File: src/rtl/flip_sequencer.sv
// flip_sequencer: validates and commits one Reversi move on an 8x8 board RAM.
// Ports: clk/resetn, start+move_row/col+whiteOrBlack request,
//   rd_addr/rd_data board read (1-cycle sync RAM), wr_en/wr_addr/wr_data
//   board write, busy, next_turn/illegal done pulses, flip_count result.
// Build option FLIPSEQ_PROBE_EN adds input probe and output legal.
//   A probe move scans without writing and reports legal/illegal.
module flip_sequencer #(
  parameter logic [1:0] EMPTY_CODE = 2'b00,
  parameter logic [1:0] BLACK_CODE = 2'b01,
  parameter logic [1:0] WHITE_CODE = 2'b10
) (
  input  logic       clk,
  input  logic       resetn,
  input  logic       start,
  input  logic [2:0] move_row,
  input  logic [2:0] move_col,
  input  logic       whiteOrBlack,
`ifdef FLIPSEQ_PROBE_EN
  input  logic       probe,
  output logic       legal,
`endif
  output logic [5:0] rd_addr,
  input  logic [1:0] rd_data,
  output logic       wr_en,
  output logic [5:0] wr_addr,
  output logic [1:0] wr_data,
  output logic       busy,
  output logic       next_turn,
  output logic       illegal,
  output logic [4:0] flip_count
);

  typedef enum logic [3:0] {
    IDLE,
    ORG_RD,
    ORG_CHK,
    DIR_INIT,
    SCAN_RD,
    SCAN_CHK,
    FLIP,
    NEXT_DIR,
    PLACE,
    DONE_OK,
    DONE_BAD
  } state_t;

  state_t state_q, state_d;

  logic [2:0] row_q, row_d;
  logic [2:0] col_q, col_d;
  logic       white_q, white_d;
  logic [2:0] dir_q, dir_d;
  logic [2:0] run_q, run_d;
  logic [4:0] count_q, count_d;
  logic [4:0] fcnt_q, fcnt_d;

  // Cursor is signed 4-bit so one step past either edge is
  // visible as bit 3 set (-1 -> 4'b1111, 8 -> 4'b1000).
  logic signed [3:0] cur_r_q, cur_r_d;
  logic signed [3:0] cur_c_q, cur_c_d;

  logic probe_mode;

`ifdef FLIPSEQ_PROBE_EN
  logic probe_q, probe_d;
  assign probe_mode = probe_q;
`else
  assign probe_mode = 1'b0;
`endif

  logic signed [3:0] dr;
  logic signed [3:0] dc;

  // Direction order N, NE, E, SE, S, SW, W, NW.
  always_comb begin
    dr = 4'sd0;
    dc = 4'sd0;
    unique case (dir_q)
      3'd0: begin dr = -4'sd1; dc =  4'sd0; end
      3'd1: begin dr = -4'sd1; dc =  4'sd1; end
      3'd2: begin dr =  4'sd0; dc =  4'sd1; end
      3'd3: begin dr =  4'sd1; dc =  4'sd1; end
      3'd4: begin dr =  4'sd1; dc =  4'sd0; end
      3'd5: begin dr =  4'sd1; dc = -4'sd1; end
      3'd6: begin dr =  4'sd0; dc = -4'sd1; end
      3'd7: begin dr = -4'sd1; dc = -4'sd1; end
      default: begin dr = 4'sd0; dc = 4'sd0; end
    endcase
  end

  logic signed [3:0] org_r;
  logic signed [3:0] org_c;
  logic signed [3:0] init_r;
  logic signed [3:0] init_c;
  logic signed [3:0] fwd_r;
  logic signed [3:0] fwd_c;
  logic signed [3:0] back_r;
  logic signed [3:0] back_c;
  logic              init_off;
  logic              fwd_off;

  assign org_r  = $signed({1'b0, row_q});
  assign org_c  = $signed({1'b0, col_q});
  assign init_r = org_r + dr;
  assign init_c = org_c + dc;
  assign fwd_r  = cur_r_q + dr;
  assign fwd_c  = cur_c_q + dc;
  assign back_r = cur_r_q - dr;
  assign back_c = cur_c_q - dc;

  assign init_off = init_r[3] | init_c[3];
  assign fwd_off  = fwd_r[3] | fwd_c[3];

  logic [1:0] own_code;
  logic [1:0] opp_code;

  assign own_code = white_q ? WHITE_CODE : BLACK_CODE;
  assign opp_code = white_q ? BLACK_CODE : WHITE_CODE;

  assign busy = (state_q != IDLE);

  always_comb begin
    state_d = state_q;
    row_d   = row_q;
    col_d   = col_q;
    white_d = white_q;
    dir_d   = dir_q;
    run_d   = run_q;
    count_d = count_q;
    fcnt_d  = fcnt_q;
    cur_r_d = cur_r_q;
    cur_c_d = cur_c_q;
`ifdef FLIPSEQ_PROBE_EN
    probe_d = probe_q;
    legal   = 1'b0;
`endif
    rd_addr    = 6'd0;
    wr_en      = 1'b0;
    wr_addr    = 6'd0;
    wr_data    = EMPTY_CODE;
    next_turn  = 1'b0;
    illegal    = 1'b0;
    flip_count = fcnt_q;

    unique case (state_q)
      IDLE: begin
        if (start) begin
          row_d   = move_row;
          col_d   = move_col;
          white_d = whiteOrBlack;
`ifdef FLIPSEQ_PROBE_EN
          probe_d = probe;
`endif
          count_d = 5'd0;
          state_d = ORG_RD;
        end
      end

      ORG_RD: begin
        rd_addr = {row_q, col_q};
        state_d = ORG_CHK;
      end

      ORG_CHK: begin
        if (rd_data != EMPTY_CODE) begin
          state_d = DONE_BAD;
        end else begin
          dir_d   = 3'd0;
          state_d = DIR_INIT;
        end
      end

      DIR_INIT: begin
        cur_r_d = init_r;
        cur_c_d = init_c;
        run_d   = 3'd0;
        state_d = init_off ? NEXT_DIR : SCAN_RD;
      end

      SCAN_RD: begin
        rd_addr = {cur_r_q[2:0], cur_c_q[2:0]};
        state_d = SCAN_CHK;
      end

      SCAN_CHK: begin
        if (rd_data == opp_code) begin
          run_d   = run_q + 3'd1;
          cur_r_d = fwd_r;
          cur_c_d = fwd_c;
          state_d = fwd_off ? NEXT_DIR : SCAN_RD;
        end else if (rd_data == own_code && run_q != 3'd0) begin
          state_d = FLIP;
        end else begin
          state_d = NEXT_DIR;
        end
      end

      // Cursor sits on the bracketing disc; walk back one
      // square per cycle, writing each captured disc.
      FLIP: begin
        if (!probe_mode) begin
          wr_en   = 1'b1;
          wr_addr = {back_r[2:0], back_c[2:0]};
          wr_data = own_code;
        end
        cur_r_d = back_r;
        cur_c_d = back_c;
        run_d   = run_q - 3'd1;
        count_d = count_q + 5'd1;
        if (run_q == 3'd1) begin
          state_d = NEXT_DIR;
        end
      end

      NEXT_DIR: begin
        if (dir_q == 3'd7) begin
          state_d = PLACE;
        end else begin
          dir_d   = dir_q + 3'd1;
          state_d = DIR_INIT;
        end
      end

      PLACE: begin
        if (count_q == 5'd0) begin
          state_d = DONE_BAD;
        end else begin
          if (!probe_mode) begin
            wr_en   = 1'b1;
            wr_addr = {row_q, col_q};
            wr_data = own_code;
          end
          state_d = DONE_OK;
        end
      end

      DONE_OK: begin
`ifdef FLIPSEQ_PROBE_EN
        legal     = probe_q;
        next_turn = !probe_q;
`else
        next_turn = 1'b1;
`endif
        flip_count = count_q;
        fcnt_d     = count_q;
        state_d    = IDLE;
      end

      DONE_BAD: begin
        illegal    = 1'b1;
        flip_count = 5'd0;
        fcnt_d     = 5'd0;
        state_d    = IDLE;
      end

      default: begin
        state_d = IDLE;
      end
    endcase
  end

  always_ff @(posedge clk or negedge resetn) begin
    if (!resetn) begin
      state_q <= IDLE;
      row_q   <= 3'd0;
      col_q   <= 3'd0;
      white_q <= 1'b0;
      dir_q   <= 3'd0;
      run_q   <= 3'd0;
      count_q <= 5'd0;
      fcnt_q  <= 5'd0;
      cur_r_q <= 4'sd0;
      cur_c_q <= 4'sd0;
`ifdef FLIPSEQ_PROBE_EN
      probe_q <= 1'b0;
`endif
    end else begin
      state_q <= state_d;
      row_q   <= row_d;
      col_q   <= col_d;
      white_q <= white_d;
      dir_q   <= dir_d;
      run_q   <= run_d;
      count_q <= count_d;
      fcnt_q  <= fcnt_d;
      cur_r_q <= cur_r_d;
      cur_c_q <= cur_c_d;
`ifdef FLIPSEQ_PROBE_EN
      probe_q <= probe_d;
`endif
    end
  end

endmodule
File: config.mk
export PLATFORM = sky130hd
export DESIGN_NAME = flip_sequencer
export DESIGN_NICKNAME = d
export VERILOG_FILES = /design/src/rtl/flip_sequencer.sv
export SDC_FILE = /design/constraint.sdc
export NUM_CORES = 1
export LEC_CHECK = 0
export CORE_UTILIZATION = 55
export CTS_BUF_LIST = sky130_fd_sc_hd__clkbuf_8
export CTS_CLUSTER_SIZE = 8
export DETAILED_ROUTE_END_ITERATION = 10
export DONT_BUFFER_PORTS = 1
export GPL_TIMING_DRIVEN = 1
export PLACE_DENSITY = 0.81
export SYNTH_ARGS = -nofsm -noshare
export SYNTH_HDL_FRONTEND = slang
export SYNTH_SLANG_ARGS = --single-unit
File: constraint.sdc
create_clock -name clk -period 3.18 [get_ports clk]
set_input_delay 0 -clock clk [delete_from_list [all_inputs] [get_ports clk]]
set_output_delay 0 -clock clk [all_outputs]
set_load 0.01 [all_outputs]
==> metrics.txt, run 1 <==
dpl ws=0.578 ns; CTS tree=yes; Pre-antenna DRT Iters=4; number of synthesized flops with an enable pin=0; Vias=2,291; mean area per synthesized cell=9.21 sq um; H-Tree Depth=2; via count of the first global-routing pass=2,177; RSZ-0062 raised after global routing=false; initial drt markers=145; Post CTS Setup Buffer Count=0; leakage=1.39 nW; Final ANT Viol Nets=0; DRC viols=0; Clock Latency Late Sink=0.30 ns; cts bufs inserted=5; startpoint types=flip-flop; final hold viol count=0; CP Capture Type=flip-flop; final setup violation count=0; I/O pin count=35; share of the yosys chip area belonging to registers=31.4%; critical path arrival=2.79 ns; final period utilization=82.4%; Worst Setup Slack, final=0.561 ns; most common cell after layout, fill and taps aside=dfrtp_1; Slew Limit Fails=0; post-cts gate resize count=0; Die ar.=5360 sq um; root buf cell=clkbuf_8; Placer Congestion=0.905; max incr delay on CP=0.42 ns; power per cell area=1150 nW/um^2; post-synthesis cell count=303; final sum of negative setup slack=0 ns; Final nets=354; Die Ht=73.2 um; final wirelength=6.53 mm; flops & latches, synth=35; std cell rows=25; Final Hold Slack=0.0327 ns; post-route minimum period=2.62 ns; global-route wire length before repair=10.4 mm; area leader, netlist=dfrtp_1; clock buffer depth=2; initial core utilization=57.9%; maximum capacitance violations=0; clk sinks=35; synth unique cells=59; Most common cell on crit path=ha_1; clock slew at reported path FFs=0.08 ns; Max VDD drop=662 uV; Least-Margin Pin Slew=0.691 ns; top_reg_cell synth=dfrtp_1; initial antenna violation count=0; HPWL after detailed placement=4.67 mm; synth warn=0; syn nets=346; worst path buffer plus inverter count=0; Synth Cell Area=2790 sq um; area grow syn2layout=9.69%; top cell type's share of synthesized area=31.4%; skew final=0.00881 ns; vias per cell=6.04; status=finished, final reports clean; most frequent cells in the layout=dfrtp_1 (35), nor2_1 (32), ha_1 (27); hold crit path type=primary input to flip-flop; Avg WL per Cell=17.2 um; die span in x=73.2 um; CP top delay family=compound AO/OA/AOI/OAI gates; Total GRT Usage=25.8%; diode count=0; worst endpoint required time=3.35 ns; synth top area cells=dfrtp_1 (31%), ha_1 (12%), nor2_1 (4.3%), o21ai_0 (3.2%), a21oi_1 (2.9%); global route overflow=0; achievable frequency=382 MHz; share of layout cells above drive strength 1=10.3%; Port Buf Inserts=0; async set-or-reset flop fraction in the synthesized netlist=100%; critical-path cell list=ha_1, nor2b_1, nor2_4, ha_1, a21o_1, a21oi_1, xnor3_1, a211oi_1, o2111ai_1; core area=4820 sq um; Worst Setup Path Type=flip-flop to flip-flop; Max transition margin=53.3%; CP max FO=11; Crit-path slowest cell=dfrtp_1; pin count of the biggest net entering global routing=36
[worst paths after layout]
path	cells after the start	slack (ns)	from	endpoint
setup / recovery	9	0.56	dir_q[1]	state_q[1]
hold / removal	3	0.03	rd_data[0]	state_q[0]
setup reg to reg	9	0.56	dir_q[1]	state_q[1]
hold reg to reg	1	0.53	dir_q[0]	dir_q[0]
max in group asynchronous	2	2.83	resetn	cur_r_q[0]
min in group asynchronous	2	0.15	resetn	cur_c_q[3]
[through the flow]
step           instances  util (%)  cell area (sq um)  total power [W]
5_1_grt              379      63.5               3060          0.00382
3_5_place_dp         361      58.9               2840          0.00305
4_1_cts              379      63.5               3060          0.00350
6_report             379      63.5               3060          0.00352
3_3_place_gp         361      58.9               2840          0.00299
2_1_floorplan        303         -               2790          0.00262
[layer usage]
metal / part of all wire (%) / vias to the layer above / routed length, um / global-route usage (%)
met3: 5.2 / 11 / 341 / 4.56
met4: 1.6 / 0 / 102 / 9.15
met1: 47 / 1102 / 3060 / 35.5
met5: 0 / - / 0 / 0
li1: - / 1111 / - / -
met2: 46 / 67 / 3020 / 40.6
[cell type report]
class / instances / area (sq um)
inverter: 20 / 75.1
tap: 67 / 83.8
multi-input combinational: 236 / 1780
clock buffer: 5 / 68.8
clock inverter: 3 / 43.8
sequential: 35 / 876
fill: 423 / 1760
timing repair buffer: 13 / 133
[cells by family after synthesis]
| logic type | share of synthesized area (%) |
|---|---|
| AOI/OAI and AO/OA | 20.5 |
| xor gates and xnor gates | 5.07 |
| adders and majority gates | 15.0 |
| buffers and inverters | 4.80 |
| DFF | 31.4 |
| muxes | 3.54 |
| and+or+nand+nor | 19.7 |
[timing repair]
item / CTS / global route
endpoints found under the setup margin: 0 / 0
endpoints found under the hold margin: 44 / 0
hold buffers: 10 / 0
[where the power goes]
group	internal [W]	leakage [nW]	total (W)	switching [W]
clock network	0.000234	0.0581	0.000413	0.000179
logic	0.000948	0.890	0.00213	0.00118
registers	0.000645	0.439	0.000978	0.000333
total	0.00183	1.39	0.00352	0.00169
[worst register-to-register path, delay by kind of cell, from the launching register on]
kind / cells / cell delay (ns)
simple gates: 2 / 0.43
xor+xnor: 1 / 0.26
fa+ha+maj: 2 / 0.54
flops: 1 / 0.42
compound gates: 4 / 0.84
[state kept, by name, indices dropped and copies added, names as in the netlist]
| register | count |
|---|---|
| run_q | 3 |
| row_q | 3 |
| white_q | 1 |
| cur_r_q | 4 |
| cur_c_q | 4 |
| fcnt_q | 5 |
| col_q | 3 |
| dir_q | 3 |
| state_q | 4 |
| count_q | 5 |
[Yosys cell counts, types with 4 or more instances]
library cell	number
a21o_1	4
a21oi_1	16
a22o_1	9
a22oi_1	8
a31oi_1	6
buf_2	5
clkbuf_1	5
dfrtp_1	35
fa_1	4
ha_1	27
inv_1	19
mux2_2	7
nand2_1	20
nand2b_1	5
nand3_1	5
nor2_1	32
nor2b_1	7
nor3_1	7
o211ai_1	4
o21ai_0	18
xnor2_1	4
xor2_1	7
Note: power is estimated with default switching activity, not from simulation.
==> run 2: changes to the inputs <==
- clock period: 3.18 -> 2.46 ns (I/O delays scaled with it)
==> run 2 against run 1 <==
Net effect:
- setup slack got worse by 0.48 ns
- die area did not move
- sequential power increased by 26%
- wire length is 2.1% higher
- fmax increased by 10%
- count of clock-buffer cells in the layout did not move
- register-to-register slack got worse by 0.48 ns
- flip-flop and latch count unchanged
- worst hold slack worse by 0.0058 ns
- clock skew decreased by 0.0010 ns
- critical endpoint is now cur_r_q[3]
- largest cell class unchanged
==> metrics.txt, run 2 (same netlist as run 1, synthesis figures left out) <==
status=finished, final reports clean (unchanged); R2R Path End=cur_r_q[3] (was state_q[1]); Max VDD drop=806 uV (was 662 uV); leakage=1.45 nW (was 1.39 nW); skew final=0.00777 ns (was 0.00881 ns); timing endpoint of the critical path=cur_r_q[3] (was state_q[1]); final period utilization=96.7% (was 82.4%); Port Buf Inserts=0 (unchanged); cts bufs inserted=5 (unchanged); area grow syn2layout=14.4% (was 9.69%); top flop regs=count_q (5), fcnt_q (5) (unchanged); initial core utilization=57.9% (unchanged); share of layout cells above drive strength 1=16.4% (was 10.3%); Placed Area=2910 sq um (was 2840 sq um); final setup violation count=0 (unchanged); R2R setup slack=0.08 ns (was 0.56 ns); achievable frequency=421 MHz (was 382 MHz); Pre-antenna DRT Iters=5 (was 4); Total GRT Usage=26.9% (was 25.8%); Least-Margin Pin Slew=0.718 ns (was 0.691 ns); Final ANT Viol Nets=0 (unchanged); post-route minimum period=2.38 ns (was 2.62 ns); initial antenna violation count=0 (unchanged); Avg WL per Cell=17.1 um (was 17.2 um); Die Ht=73.2 um (unchanged); max incr delay on CP=0.43 ns (was 0.42 ns); startpoint types=flip-flop (unchanged); final sum of negative setup slack=0 ns (unchanged); CP Capture Type=flip-flop (unchanged); Multi-input gate area=1830 sq um (was 1780 sq um); cell area after layout=3190 sq um (was 3060 sq um); final hold viol count=0 (unchanged); maximum capacitance violations=0 (unchanged); critical path arrival=2.55 ns (was 2.79 ns); critical-path cell list=ha_2, nor2b_2, nor2_4, buf_4, ha_1, a21oi_2, buf_4, xor2_2, o32ai_1, a211o_1 (was ha_1, nor2b_1, nor2_4, ha_1, a21o_1, a21oi_1, xnor3_1, a211oi_1, o2111ai_1); die span in x=73.2 um (unchanged); hold crit path type=primary input to flip-flop (unchanged); most common cell after layout, fill and taps aside=dfrtp_1 (unchanged); Reg-to-Reg Start=dir_q[1] (unchanged); vias per cell=6.14 (was 6.04); HPWL after detailed placement=4.73 mm (was 4.67 mm); core area=4820 sq um (unchanged); most frequent cells in the layout=dfrtp_1 (35), nor2_1 (32), ha_1 (26) (was dfrtp_1 (35), nor2_1 (32), ha_1 (27)); H-Tree Depth=2 (unchanged); global-route wire length before repair=10.8 mm (was 10.4 mm); clock slew at reported path FFs=0.08 ns (about the same); Vias=2,396 (was 2,291); CP max FO=5 (was 11); diode count=0 (unchanged); FILL cells=408 (was 423); DRC viols=0 (unchanged); global route overflow=0 (unchanged); I/O pin count=35 (unchanged); Final nets=365 (was 354); Slew Limit Fails=0 (unchanged); Worst Setup Path Type=flip-flop to flip-flop (unchanged); initial drt markers=176 (was 145); Max transition margin=51.5% (was 53.3%); worst setup path startpoint=dir_q[1] (unchanged); worst endpoint required time=2.63 ns (was 3.35 ns); R2R depth=10 (was 9); sequential cell area=876 sq um (unchanged); final wirelength=6.66 mm (was 6.53 mm); Clock Latency Late Sink=0.29 ns (was 0.30 ns); power per cell area=1500 nW/um^2 (was 1150 nW/um^2); CTS tree=yes (unchanged); Die ar.=5360 sq um (unchanged); clk sinks=35 (unchanged); Crit-path slowest cell=dfrtp_1 (unchanged); root buf cell=clkbuf_8 (unchanged); Most common cell on crit path=buf_4 (was ha_1); std cell rows=25 (unchanged); clock buffer depth=2 (unchanged); via count of the first global-routing pass=2,210 (was 2,177); Placer Congestion=0.958 (was 0.905); pin count of the biggest net entering global routing=36 (unchanged)
[run 2: changes by cell type in the layout (fill, tap and decap cells not counted), sizes merged]
| cell | previous run | this run |
|---|---|---|
| buf | 4 | 15 |
[run 2: timing repair]
action,4_1_cts,5_1_grt
pin swaps,0,2
hold endpoints to repair,44,0
endpoints found under the setup margin,3,4
hold buffers,10,0
buffers inserted,0,1
gates resized for setup,3,8
[run 2: per-layer routing]
metal | part of all wire, % | up-vias | GRT usage, %
met5 | 0 | - | 0
met4 | 1.4 | 0 | 6.54
met3 | 6.2 | 14 | 5.11
met2 | 47 | 91 | 43.6
met1 | 46 | 1164 | 37.1
li1 | - | 1127 | -
[run 2: cell type report]
class	instances	area share [%]
multi-input cells	236	57.3
flip-flops and latches	35	27.4
repair buffers	24	6.74
well taps	67	2.63
inverters	20	2.35
clock buffers	5	2.16
clock inverters	3	1.37
[run 2: critical path: cells and delay by family (launching register included)]
family | cells | cell delay, ns
fa+ha+maj | 2 | 0.51
simple gates | 2 | 0.25
compound gates | 3 | 0.60
flops | 1 | 0.43
xor+xnor | 1 | 0.15
buf+inv | 2 | 0.30
[run 2: worst min-delay path by stage]
stage / startpoint / to / depth (start not counted)
after CTS: rd_data[0] / state_q[0] / 3
after floorplan: resetn / col_q[0] / 0
after global routing: rd_data[0] / state_q[0] / 3
after global placement: resetn / fcnt_q[2] / 0
final: rd_data[0] / state_q[0] / 3
after detailed placement: resetn / fcnt_q[2] / 0
[run 2: power breakdown]
part | internal, W | switching, W
registers | 0.000835 | 0.000394
logic | 0.00140 | 0.00164
clock network | 0.000302 | 0.000230
total | 0.00253 | 0.00226
[run 2: per-stage QoR]
step	util, %	cells	total power, W	hold slack, ns	setup WS [ns]
finish	66.3	390	0.00480	0.0270	0.0822
global route	66.3	390	0.00522	0.0508	-0.0271
CTS	65.4	389	0.00467	0.0259	0.00422
detailed placement	60.5	371	0.00406	-0.295	-0.0510
global placement	60.5	371	0.00396	-0.295	0.0230
floorplan	-	303	0.00338	-0.296	0.0723
